## config.mk

```make
export PLATFORM = sky130hd
export DESIGN_NAME = hdmi_out_pixel_reader_flat
export DESIGN_NICKNAME = d
export VERILOG_FILES = /design/src/rtl/hdmi_out_pixel_reader_pkg.sv /design/src/rtl/hdmi_out_pixel_reader_if.sv /design/src/rtl/hdmi_out_pixel_reader_video_timing_gen.sv /design/src/rtl/hdmi_out_pixel_reader.sv /design/src/flat_wrapper.sv
export SDC_FILE = /design/constraint.sdc
export NUM_CORES = 1
export LEC_CHECK = 0
export ABC_AREA = 0
export BUFFER_PORTS_ARGS = -buffer_cell sky130_fd_sc_hd__buf_4
export CORE_ASPECT_RATIO = 1.75
export CORE_UTILIZATION = 49
export CTS_CLUSTER_SIZE = 12
export DETAILED_ROUTE_END_ITERATION = 6
export GPL_ROUTABILITY_DRIVEN = 0
export PLACE_DENSITY = 0.76
export SLEW_MARGIN = 20
export SYNTH_ARGS = -nofsm -noshare
export SYNTH_HDL_FRONTEND = slang
export SYNTH_HIERARCHICAL = 1
export SYNTH_SLANG_ARGS = --single-unit
```

## constraint.sdc

```tcl
create_clock -name clk -period 2.2 [get_ports clk]
set_input_delay 0.33 -clock clk [delete_from_list [all_inputs] [get_ports clk]]
set_output_delay 0.33 -clock clk [all_outputs]
set_load 0.01 [all_outputs]
```

## src/rtl/hdmi_out_pixel_reader_pkg.sv

```systemverilog
// Shared definitions for the HDMI output pixel reader: default pixel format,
// standard timing-mode constants, reader FSM states and a saturating helper.
package hdmi_out_pixel_reader_pkg;

  localparam int          DATA_WIDTH_DEF = 24;
  localparam logic [23:0] UF_COLOR_DEF   = 24'h000000;

  // 1280x720 @ 60 Hz (74.25 MHz pixel clock)
  localparam int T720_H_ACTIVE = 1280;
  localparam int T720_H_FP     = 110;
  localparam int T720_H_SYNC   = 40;
  localparam int T720_H_BP     = 220;
  localparam int T720_V_ACTIVE = 720;
  localparam int T720_V_FP     = 5;
  localparam int T720_V_SYNC   = 5;
  localparam int T720_V_BP     = 20;

  // 1920x1080 @ 60 Hz (148.5 MHz pixel clock)
  localparam int T1080_H_ACTIVE = 1920;
  localparam int T1080_H_FP     = 88;
  localparam int T1080_H_SYNC   = 44;
  localparam int T1080_H_BP     = 148;
  localparam int T1080_V_ACTIVE = 1080;
  localparam int T1080_V_FP     = 4;
  localparam int T1080_V_SYNC   = 5;
  localparam int T1080_V_BP     = 36;

  typedef enum logic [1:0] {
    ST_IDLE      = 2'd0,
    ST_WAIT_FILL = 2'd1,
    ST_RUN       = 2'd2
  } rd_state_t;

  // Increment that sticks at all-ones instead of wrapping.
  function automatic logic [15:0] sat_inc16(input logic [15:0] v);
    return (v == 16'hFFFF) ? v : v + 16'd1;
  endfunction

endpackage

```

## src/rtl/hdmi_out_pixel_reader_if.sv

```systemverilog
// Show-ahead FIFO read port: the reader (master) pops with fifo_rd_en while
// the FIFO (slave) presents its head word on fifo_rd_data / fifo_rd_vld.
interface hdmi_out_pixel_reader_if
  import hdmi_out_pixel_reader_pkg::*;
#(
  parameter int DATA_WIDTH = DATA_WIDTH_DEF
);
  logic                  fifo_rd_en;
  logic                  fifo_rd_vld;
  logic [DATA_WIDTH-1:0] fifo_rd_data;

  modport master (output fifo_rd_en, input fifo_rd_vld, input fifo_rd_data);
  modport slave  (input fifo_rd_en, output fifo_rd_vld, output fifo_rd_data);
endinterface

```

## src/rtl/hdmi_out_pixel_reader_video_timing_gen.sv

```systemverilog
// Horizontal/vertical raster counters and the combinational timing strobes
// derived from them. Line order is active, front porch, sync, back porch.
module video_timing_gen
  import hdmi_out_pixel_reader_pkg::*;
#(
  parameter int   H_ACTIVE = T720_H_ACTIVE,
  parameter int   H_FP     = T720_H_FP,
  parameter int   H_SYNC   = T720_H_SYNC,
  parameter int   H_BP     = T720_H_BP,
  parameter int   V_ACTIVE = T720_V_ACTIVE,
  parameter int   V_FP     = T720_V_FP,
  parameter int   V_SYNC   = T720_V_SYNC,
  parameter int   V_BP     = T720_V_BP,
  parameter logic HS_POL   = 1'b1,
  parameter logic VS_POL   = 1'b1
) (
  input  logic clk,
  input  logic rst_n,
  input  logic en_i,
  input  logic clr_i,
  output logic active_o,
  output logic hs_o,
  output logic vs_o,
  output logic frame_first_o,
  output logic frame_end_o
);
  localparam int H_TOTAL = H_ACTIVE + H_FP + H_SYNC + H_BP;
  localparam int V_TOTAL = V_ACTIVE + V_FP + V_SYNC + V_BP;
  localparam int HW = (H_TOTAL > 1) ? $clog2(H_TOTAL) : 1;
  localparam int VW = (V_TOTAL > 1) ? $clog2(V_TOTAL) : 1;

  localparam logic [HW-1:0] H_LAST   = HW'(H_TOTAL - 1);
  localparam logic [HW-1:0] H_ACT    = HW'(H_ACTIVE);
  localparam logic [HW-1:0] H_HS_BEG = HW'(H_ACTIVE + H_FP);
  localparam logic [HW-1:0] H_HS_END = HW'(H_ACTIVE + H_FP + H_SYNC);
  localparam logic [VW-1:0] V_LAST   = VW'(V_TOTAL - 1);
  localparam logic [VW-1:0] V_ACT    = VW'(V_ACTIVE);
  localparam logic [VW-1:0] V_VS_BEG = VW'(V_ACTIVE + V_FP);
  localparam logic [VW-1:0] V_VS_END = VW'(V_ACTIVE + V_FP + V_SYNC);

  logic [HW-1:0] h_cnt_q, h_cnt_d;
  logic [VW-1:0] v_cnt_q, v_cnt_d;

  // Raster position registers.
  always_ff @(posedge clk or negedge rst_n) begin
    if (!rst_n) begin
      h_cnt_q <= '0;
      v_cnt_q <= '0;
    end else begin
      h_cnt_q <= h_cnt_d;
      v_cnt_q <= v_cnt_d;
    end
  end

  // Next position: clear wins, otherwise advance with line/frame wrap.
  always_comb begin
    h_cnt_d = h_cnt_q;
    v_cnt_d = v_cnt_q;
    if (clr_i) begin
      h_cnt_d = '0;
      v_cnt_d = '0;
    end else if (en_i) begin
      if (h_cnt_q == H_LAST) begin
        h_cnt_d = '0;
        v_cnt_d = (v_cnt_q == V_LAST) ? '0 : v_cnt_q + 1'b1;
      end else begin
        h_cnt_d = h_cnt_q + 1'b1;
      end
    end
  end

  // Strobes decoded from the current position; vs only moves when v_cnt
  // does, which is always at h_cnt=0, so it is line-aligned by construction.
  always_comb begin
    active_o      = (h_cnt_q < H_ACT) && (v_cnt_q < V_ACT);
    hs_o          = ((h_cnt_q >= H_HS_BEG) && (h_cnt_q < H_HS_END)) ? HS_POL : ~HS_POL;
    vs_o          = ((v_cnt_q >= V_VS_BEG) && (v_cnt_q < V_VS_END)) ? VS_POL : ~VS_POL;
    frame_first_o = (h_cnt_q == '0) && (v_cnt_q == '0);
    frame_end_o   = (h_cnt_q == H_LAST) && (v_cnt_q == V_LAST);
  end

endmodule

```

## src/rtl/hdmi_out_pixel_reader.sv

```systemverilog
// Pulls pixels from the HDMI prefetch FIFO in step with the video raster and
// presents registered hs/vs/de/rgb to the TMDS encoder. A missing pixel is
// replaced by UF_COLOR so the raster never slips; the loss is counted.
module hdmi_out_pixel_reader
  import hdmi_out_pixel_reader_pkg::*;
#(
  parameter int                    DATA_WIDTH = DATA_WIDTH_DEF,
  parameter int                    H_ACTIVE   = T720_H_ACTIVE,
  parameter int                    H_FP       = T720_H_FP,
  parameter int                    H_SYNC     = T720_H_SYNC,
  parameter int                    H_BP       = T720_H_BP,
  parameter int                    V_ACTIVE   = T720_V_ACTIVE,
  parameter int                    V_FP       = T720_V_FP,
  parameter int                    V_SYNC     = T720_V_SYNC,
  parameter int                    V_BP       = T720_V_BP,
  parameter logic                  HS_POL     = 1'b1,
  parameter logic                  VS_POL     = 1'b1,
  parameter logic [DATA_WIDTH-1:0] UF_COLOR   = DATA_WIDTH'(UF_COLOR_DEF)
) (
  input  logic                   clk,
  input  logic                   rst_n,
  input  logic                   enable,
  hdmi_out_pixel_reader_if.master fifo,
  output logic                   hs,
  output logic                   vs,
  output logic                   de,
  output logic [DATA_WIDTH-1:0]  rgb,
  output logic                   frame_start,
  output logic                   underflow,
  output logic [15:0]            uf_count
);
  rd_state_t state_q, state_d;

  logic run_c, active_c, hs_c, vs_c, frame_first_c, frame_end_c, pop_c;

  logic                  hs_q, hs_d, vs_q, vs_d, de_q, de_d;
  logic [DATA_WIDTH-1:0] rgb_q, rgb_d;
  logic                  fs_q, fs_d, uf_q, uf_d;
  logic [15:0]           ufc_q, ufc_d;

  assign run_c = (state_q == ST_RUN);

  video_timing_gen #(
    .H_ACTIVE (H_ACTIVE), .H_FP (H_FP), .H_SYNC (H_SYNC), .H_BP (H_BP),
    .V_ACTIVE (V_ACTIVE), .V_FP (V_FP), .V_SYNC (V_SYNC), .V_BP (V_BP),
    .HS_POL   (HS_POL),   .VS_POL (VS_POL)
  ) u_timing (
    .clk           (clk),
    .rst_n         (rst_n),
    .en_i          (run_c),
    .clr_i         (~run_c),
    .active_o      (active_c),
    .hs_o          (hs_c),
    .vs_o          (vs_c),
    .frame_first_o (frame_first_c),
    .frame_end_o   (frame_end_c)
  );

  // Pop only a valid head word and only inside the active window.
  assign pop_c           = run_c && active_c && fifo.fifo_rd_vld;
  assign fifo.fifo_rd_en = pop_c;

  // FSM state register.
  always_ff @(posedge clk or negedge rst_n) begin
    if (!rst_n) state_q <= ST_IDLE;
    else        state_q <= state_d;
  end

  // FSM next state: start only once data is waiting; stop only between frames.
  always_comb begin
    state_d = state_q;
    case (state_q)
      ST_IDLE:      if (enable) state_d = ST_WAIT_FILL;
      ST_WAIT_FILL: begin
        if (!enable)                state_d = ST_IDLE;
        else if (fifo.fifo_rd_vld)  state_d = ST_RUN;
      end
      ST_RUN:       if (!enable && frame_end_c) state_d = ST_IDLE;
      default:      state_d = ST_IDLE;
    endcase
  end

  // Output and underflow next values; outside RUN the video lines idle.
  always_comb begin
    hs_d  = ~HS_POL;
    vs_d  = ~VS_POL;
    de_d  = 1'b0;
    rgb_d = '0;
    fs_d  = 1'b0;
    uf_d  = uf_q;
    ufc_d = ufc_q;
    if (run_c) begin
      hs_d = hs_c;
      vs_d = vs_c;
      de_d = active_c;
      fs_d = frame_first_c;
      if (pop_c) begin
        rgb_d = fifo.fifo_rd_data;
      end else if (active_c) begin
        rgb_d = UF_COLOR;
        uf_d  = 1'b1;
        ufc_d = sat_inc16(ufc_q);
      end
    end
  end

  // Output register stage: one clock behind the raster position.
  always_ff @(posedge clk or negedge rst_n) begin
    if (!rst_n) begin
      hs_q  <= ~HS_POL;
      vs_q  <= ~VS_POL;
      de_q  <= 1'b0;
      rgb_q <= '0;
      fs_q  <= 1'b0;
      uf_q  <= 1'b0;
      ufc_q <= '0;
    end else begin
      hs_q  <= hs_d;
      vs_q  <= vs_d;
      de_q  <= de_d;
      rgb_q <= rgb_d;
      fs_q  <= fs_d;
      uf_q  <= uf_d;
      ufc_q <= ufc_d;
    end
  end

  assign hs          = hs_q;
  assign vs          = vs_q;
  assign de          = de_q;
  assign rgb         = rgb_q;
  assign frame_start = fs_q;
  assign underflow   = uf_q;
  assign uf_count    = ufc_q;

endmodule

```

## src/flat_wrapper.sv

```systemverilog
// flat-port wrapper written by rule: the top's interface ports become plain ports
module hdmi_out_pixel_reader_flat import hdmi_out_pixel_reader_pkg::*;
#(
  parameter int                    DATA_WIDTH = DATA_WIDTH_DEF,
  parameter int                    H_ACTIVE   = T720_H_ACTIVE,
  parameter int                    H_FP       = T720_H_FP,
  parameter int                    H_SYNC     = T720_H_SYNC,
  parameter int                    H_BP       = T720_H_BP,
  parameter int                    V_ACTIVE   = T720_V_ACTIVE,
  parameter int                    V_FP       = T720_V_FP,
  parameter int                    V_SYNC     = T720_V_SYNC,
  parameter int                    V_BP       = T720_V_BP,
  parameter logic                  HS_POL     = 1'b1,
  parameter logic                  VS_POL     = 1'b1,
  parameter logic [DATA_WIDTH-1:0] UF_COLOR   = DATA_WIDTH'(UF_COLOR_DEF)
)
  (clk, rst_n, enable, hs, vs, de, rgb, frame_start, underflow, uf_count, fifo_fifo_rd_en, fifo_fifo_rd_vld, fifo_fifo_rd_data);
  hdmi_out_pixel_reader_if #(.DATA_WIDTH(DATA_WIDTH)) fifo_i ();
  input  logic clk;
  input  logic rst_n;
  input  logic enable;
  output logic hs;
  output logic vs;
  output logic de;
  output logic [DATA_WIDTH-1:0] rgb;
  output logic frame_start;
  output logic underflow;
  output logic [15:0] uf_count;
  output wire logic [$bits(fifo_i.fifo_rd_en)-1:0] fifo_fifo_rd_en;
  input wire logic [$bits(fifo_i.fifo_rd_vld)-1:0] fifo_fifo_rd_vld;
  input wire logic [$bits(fifo_i.fifo_rd_data)-1:0] fifo_fifo_rd_data;
  assign fifo_fifo_rd_en = fifo_i.fifo_rd_en;
  assign fifo_i.fifo_rd_vld = fifo_fifo_rd_vld;
  assign fifo_i.fifo_rd_data = fifo_fifo_rd_data;
  hdmi_out_pixel_reader #(.DATA_WIDTH(DATA_WIDTH), .H_ACTIVE(H_ACTIVE), .H_FP(H_FP), .H_SYNC(H_SYNC), .H_BP(H_BP), .V_ACTIVE(V_ACTIVE), .V_FP(V_FP), .V_SYNC(V_SYNC), .V_BP(V_BP), .HS_POL(HS_POL), .VS_POL(VS_POL), .UF_COLOR(UF_COLOR)) u_core (.clk(clk), .rst_n(rst_n), .enable(enable), .fifo(fifo_i), .hs(hs), .vs(vs), .de(de), .rgb(rgb), .frame_start(frame_start), .underflow(underflow), .uf_count(uf_count));
endmodule
```

## Yosys cells after proc, flatten, opt, wreduce, memory -nomap -nowiden

Cells that the tools add are included.

| word-level totals | value |
|---|---|
| flip-flop bits (word level) | 68 |
| bits in latches | 0 |
| RAM bits | 0 |
| bits in read-only memories | 0 |
| input port bits | 28 |
| output and inout port bits | 46 |
| logic and storage cells | 63 |
| memories | 0 |

| operators by class | value |
|---|---|
| $add $sub $neg | 3 |
| multipliers | 0 |
| div/mod/pow operators | 0 |
| magnitude comparators | 6 |
| equal/unequal tests | 9 |
| shift operators | 0 |
| muxes and demuxes | 18 |
| bitwise logic cells | 2 |
| reductions and logical operators | 15 |

Operators by type and width:

| cell | number |
|---|---|
| two-way mux 24 bit | 2 |
| two-way mux 10 bit | 3 |
| < comparator 11 bit, second input constant | 2 |
| two-way mux 11 bit | 2 |
| < comparator 10 bit, second input constant | 2 |
| adder 16 x 1 -> 16 bit, second input constant | 1 |
| equality test 16 bit, second input constant | 1 |
| adder 11 x 1 -> 11 bit, second input constant | 1 |
| equality test 11 bit, second input constant | 1 |
| greater-or-equal comparator 11 bit, second input constant | 1 |
| logical NOT 11 bit | 1 |
| adder 10 x 1 -> 10 bit, second input constant | 1 |
| equality test 10 bit, second input constant | 1 |
| greater-or-equal comparator 10 bit, second input constant | 1 |
| logical NOT 10 bit | 1 |
| logical AND 1 bit | 8 |
| two-way mux 2 bit | 4 |
| two-way mux 1 bit | 6 |
| != test 2 bit, second input constant | 3 |
| one-hot mux 2 bit (3 select lines) | 1 |
| AND reduction 3 bit | 2 |
| AND reduction 4 bit | 1 |
| != test 3 bit, second input constant | 1 |
| equality test 2 x 1 -> 1 bit, second input constant | 1 |
| other kinds (4) | 5 |

## Depth between registers and ports, before layout

| depth | value |
|---|---|
| depth after elaboration | 6 |
| mapped depth | 10 |
| gate-level depth less buffers | 8 |

## By module

Netlist, hierarchy kept.

By module, submodules not included:

| module | instances | cells each | area an instance (sq um) | seq. area each (sq um) |
|---|---|---|---|---|
| hdmi_out_pixel_reader | 1 | 142 | 1824.2 | 1176.1 |
| video_timing_gen | 1 | 159 | 1437.6 | 525.5 |

## Worst setup path after synthesis

Ideal clock, no wire load.

| timing path | value |
|---|---|
| path kind | register to register |
| start point | register u_core.u_timing.v_cnt_q[4] |
| end point | register u_core.ufc_q[15] (netlist: u_core/uf_count[15]) |
| library setup time | 0.079 ns |
| data arrival time | 2.147 ns |
| slack | -0.026 ns |
| cell stages (with the launch flop) | 11 |
| buffers on the path | 2 |
| path through | dfrtp_1 clkbuf_1 nor2_1 nor2_1 o21ai_0 and2_1 nand4bb_1 buf_6 or4_4 nor4b_2 xor2_1 |

| between the ends | value |
|---|---|
| longest elaborated chain between the ends | 6 |

RTL lines:

| element | RTL line | RTL |
|---|---|---|
| start, declared | hdmi_out_pixel_reader_video_timing_gen.sv:42 | `logic [VW-1:0] v_cnt_q, v_cnt_d;` |
| start signal, assigned | hdmi_out_pixel_reader_video_timing_gen.sv:51 | `v_cnt_q <= v_cnt_d;` |
| < comparator 10 bit * | hdmi_out_pixel_reader_video_timing_gen.sv:75 | `active_o = (h_cnt_q < H_ACT) && (v_cnt_q < V_ACT);` |
| logical AND 1 bit * | hdmi_out_pixel_reader_video_timing_gen.sv:75 |  |
| named net u_core.active_c | hdmi_out_pixel_reader.sv:34 | `logic run_c, active_c, hs_c, vs_c, frame_first_c, frame_end_c, pop_c;` |
| logical AND 1 bit (2 in series) | hdmi_out_pixel_reader.sv:60 | `assign pop_c = run_c && active_c && fifo.fifo_rd_vld;` |
| NOT 1 bit (no line) | n/a |  |
| AND reduction 4 bit (no line) * | n/a |  |
| end signal, assigned | hdmi_out_pixel_reader.sv:124 | `ufc_q <= ufc_d;` |
| end, declared | hdmi_out_pixel_reader.sv:39 | `logic [15:0] ufc_q, ufc_d;` |

Mark *: on every way through the listed nets, which the timed path passes. The rest lies on a longest branch.
A chain may end at the register's enable or synchronous reset.

## Final worst setup path

| timing path | value |
|---|---|
| start point | register u_core.u_timing.v_cnt_q[7] |
| end point | register u_core.ufc_q[15] (netlist: u_core/uf_count[15]) |

Same word-level chain as after synthesis.

==> metrics.txt <==
# TYPE chip_impl_metric gauge
chip_impl_metric{name="syn_nets",unit=""} 337
chip_impl_metric{name="nNetsFinal",unit=""} 425
chip_impl_metric{name="hpwlAfterDp",unit="mm"} 5.36
chip_impl_info{name="synth_area_leader_cell",value="dfrtp_1"} 1
chip_impl_metric{name="fin_cells",unit=""} 475
chip_impl_metric{name="final_layout_size_suffix_gt1_frac",unit=""} 0.293
chip_impl_metric{name="cts-hold-fix-buffers",unit=""} 0
chip_impl_metric{name="setup_viol",unit=""} 0
chip_impl_info{name="most-common-layout-cells",value="buf_4 (87), dfrtp_1 (68), and2_1 (31)"} 1
chip_impl_metric{name="drtPass1Iterations",unit=""} 5
chip_impl_metric{name="reg2reg_depth",unit=""} 8
chip_impl_metric{name="clock_tree.htree_level_count",unit=""} 3
chip_impl_metric{name="power_density",unit="mW/mm²"} 748
chip_impl_metric{name="drc",unit=""} 0
chip_impl_metric{name="floorplan.initialDensity",unit=""} 0.503
chip_impl_metric{name="timing.final.ws_setup",unit="ns"} 0.142
chip_impl_metric{name="wl_per_cell",unit="µm"} 15.8
chip_impl_metric{name="fp.coreArea",unit="mm²"} 0.00649
chip_impl_metric{name="clk-insertion-delay-late",unit="ns"} 0.33
chip_impl_info{name="clock-root-buffer",value="clkbuf_16"} 1
chip_impl_metric{name="syn2layout_area_growth",unit="%"} 30.9
chip_impl_metric{name="postSynthAreaPerCell",unit="µm²"} 10.8
chip_impl_metric{name="final_hold_viol_count",unit=""} 0
chip_impl_info{name="layout.cells.most_common",value="buf_4"} 1
chip_impl_info{name="cts_tree",value="yes"} 1
chip_impl_metric{name="cts_sinks",unit=""} 68
chip_impl_info{name="hp-class",value="in -> async"} 1
chip_impl_metric{name="synth.top_cell.area_share",unit=""} 0.522
chip_impl_metric{name="route.vias.total",unit=""} 2573
chip_impl_metric{name="numPlacedInstances",unit=""} 460
chip_impl_metric{name="gr-usage-all-layers",unit=""} 0.232
chip_impl_metric{name="fp.dieH",unit="µm"} 110
chip_impl_metric{name="die-width",unit="µm"} 63.7
chip_impl_metric{name="route.final.wire_length",unit="mm"} 7.50
chip_impl_metric{name="timing.max_slew.rel_slack",unit=""} 0.428
chip_impl_metric{name="die_area",unit="mm²"} 0.00700
chip_impl_metric{name="ys_warnings",unit=""} 6
chip_impl_metric{name="synth_sequential_area_ratio",unit=""} 0.522
chip_impl_metric{name="design.portCount",unit=""} 74
chip_impl_metric{name="crit_arrival",unit="ns"} 2.31
chip_impl_metric{name="ys_ff_latch",unit=""} 68
chip_impl_metric{name="period_needed",unit="ns"} 2.06
chip_impl_metric{name="timing.hold.ws",unit="ns"} 0.104
chip_impl_metric{name="fin_setup_tns",unit="ns"} 0
chip_impl_metric{name="grt_first_pass_wirelength",unit="mm"} 12.2
chip_impl_metric{name="drtIter0Drc",unit=""} 142
chip_impl_info{name="timing.setup.critical_path_class",value="reg -> reg"} 1
chip_impl_metric{name="power_leakage",unit="nW"} 2.14
chip_impl_metric{name="cts.reportedPaths.clkPinSlew",unit="ns"} 0.05
chip_impl_metric{name="ant_nets",unit=""} 0
chip_impl_info{name="critical_path_endpoint_category",value="flop"} 1
chip_impl_metric{name="numPortBuffers",unit=""} 73
chip_impl_metric{name="report.final.slew_viol_count",unit=""} 0
chip_impl_metric{name="dpl_worst_slack",unit="ns"} 0.0413
chip_impl_metric{name="buffers_from_clock_root_to_sink_at_most",unit=""} 2
chip_impl_info{name="run_status",value="finished clean"} 1
chip_impl_info{name="start_kind",value="flop"} 1
chip_impl_metric{name="number_of_flops_mapped_to_enable_cells_by_yosys",unit=""} 0
chip_impl_metric{name="cp_data_required_time",unit="ns"} 2.45
chip_impl_metric{name="insertedDiodeCount",unit=""} 0
chip_impl_metric{name="drt-vias-per-instance",unit=""} 5.42
chip_impl_metric{name="max_slew.worst_pin.slew",unit="ns"} 0.857
chip_impl_info{name="post_synth_main_area_contributors",value="dfrtp_1 (52%), and2_1 (6.1%), xor2_1 (4.6%)"} 1
chip_impl_metric{name="grt_pass1_vias",unit=""} 2526
chip_impl_metric{name="vdd_ir_drop_max",unit="V"} 0.000433
chip_impl_info{name="unrepaired_setup_endpoints_after_global_routing",value="no"} 1
chip_impl_metric{name="number_of_rows_in_the_core_area",unit=""} 39
chip_impl_metric{name="post_syn_instances",unit=""} 301
chip_impl_metric{name="mappedNetlistArea",unit="mm²"} 0.00326
chip_impl_metric{name="pin_count_of_the_biggest_net_entering_global_routing",unit=""} 69
chip_impl_metric{name="timing.fmax",unit="MHz"} 486
chip_impl_metric{name="timing.max_cap.violations",unit=""} 0
chip_impl_info{name="yosys_most_used_dff",value="dfrtp_1"} 1
chip_impl_metric{name="final.setup_skew",unit="ns"} 0.00635
chip_impl_metric{name="antenna_found_initial",unit=""} 0
chip_impl_metric{name="ys_async_sr_fraction",unit=""} 1.00
chip_impl_metric{name="min_period_over_period",unit=""} 0.935
chip_impl_metric{name="cts-buffers-inserted",unit=""} 9
chip_impl_metric{name="ys_types",unit=""} 49
chip_impl_metric{name="crit_path_max_fanout",unit=""} 4
chip_impl_metric{name="grt.overflow.total",unit=""} 0
## cells in the mapped netlist (2+ instances only)
cell type   n
dfrtp_1    68
and2_1     32
nor2_1     24
nand3_1    17
xor2_1     17
nand2_1    15
inv_1      10
nor4_1     10
nor3_1      9
ha_1        8
clkbuf_1    7
a21o_1      6
a22o_1      6
nand4_1     6
o21ai_0     6
xnor2_1     6
a21oi_1     5
nor2b_1     4
nor4b_1     4
and3_1      3
nor3b_1     3
or2b_1      3
and4bb_1    2
buf_2       2
mux2i_1     2
nand4b_1    2
or2_2       2
## where the power goes
| part | switching, mW | total, mW | internal (mW) |
|---|---|---|---|
| Clock | 0.488 | 1.37 | 0.877 |
| Combinational | 0.214 | 0.432 | 0.218 |
| Sequential | 0.0729 | 1.40 | 1.32 |
## cells by family (layout without fill, tap and decap cells)
kind of cell	after synthesis	count (layout)	synth area share
and+or+nand+nor	148	148	0.275
DFF	68	68	0.522
AOI/OAI and AO/OA	30	30	0.0713
xor gates and xnor gates	23	23	0.0618
buffers and inverters	20	112	0.0261
adders and majority gates	8	8	0.0307
muxes	4	4	0.0130
## layer usage
metal | GRT usage | up-vias | share of wire
met2 | 0.424 | 77 | 0.56
met5 | 0 | - | 0
met3 | 0.0529 | 11 | 0.041
met1 | 0.248 | 1260 | 0.38
li1 | - | 1225 | -
met4 | 0.109 | 0 | 0.017
## sequential cells by signal, summed over array words and instances, names as in the netlist
signal and flops:
u_core/rgb 24, u_core/uf_count 16, u_core/u_timing/h_cnt_q 11, u_core/u_timing/v_cnt_q 10
u_core/state_q 2, u_core/de 1, u_core/frame_start 1, u_core/hs 1
u_core/underflow 1, u_core/vs 1
## area by class of cell
cell class                 count  area, µm²
fill                         515       2220
clock inverter                 1       5.00
inverter                      10       37.5
multi-input combinational    213       1490
tap                           82        103
clock buffer                  14        284
timing repair buffer          87        653
sequential                    68       1700
## worst max-delay path, cell delays in order, from the launching register on
cell and delay [ns]:
dfrtp_1 0.38, nand2_1 0.10, nor2_1 0.05, o21ai_1 0.13
and2_4 0.17, nand4bb_1 0.12, or4_4 0.59, nor4b_4 0.26
xor2_1 0.17
## path summary, 6_finish.rpt
| check | startpoint | end | slack, ns |
|---|---|---|---|
| worst max-delay path | u_core/u_timing/v_cnt_q[7] | u_core/uf_count[15] | 0.14 |
| worst min-delay path | rst_n | u_core/rgb[10] | 0.10 |
| worst max register to register | u_core/u_timing/v_cnt_q[7] | u_core/uf_count[15] | 0.14 |
| worst min register to register | u_core/underflow | u_core/underflow | 0.46 |
| max in group asynchronous | rst_n | u_core/uf_count[12] | 1.52 |
| min in group clk | fifo_fifo_rd_data[8] | u_core/rgb[8] | 0.21 |
## stage by stage
step / instance area, µm² / util / power [mW]
2_1_floorplan: 3260 / - / 1.62
3_3_place_gp: 3970 / 0.612 / 1.84
3_5_place_dp: 3970 / 0.612 / 1.85
4_1_cts: 4260 / 0.656 / 3.23
5_1_grt: 4270 / 0.658 / 3.32
6_report: 4270 / 0.658 / 3.19
## timing repair
action | CTS | global route
buffers inserted | 0 | 0
gates resized for setup | 0 | 3
setup endpoints to repair | 0 | 3
Power figures use the tool's default switching activity.
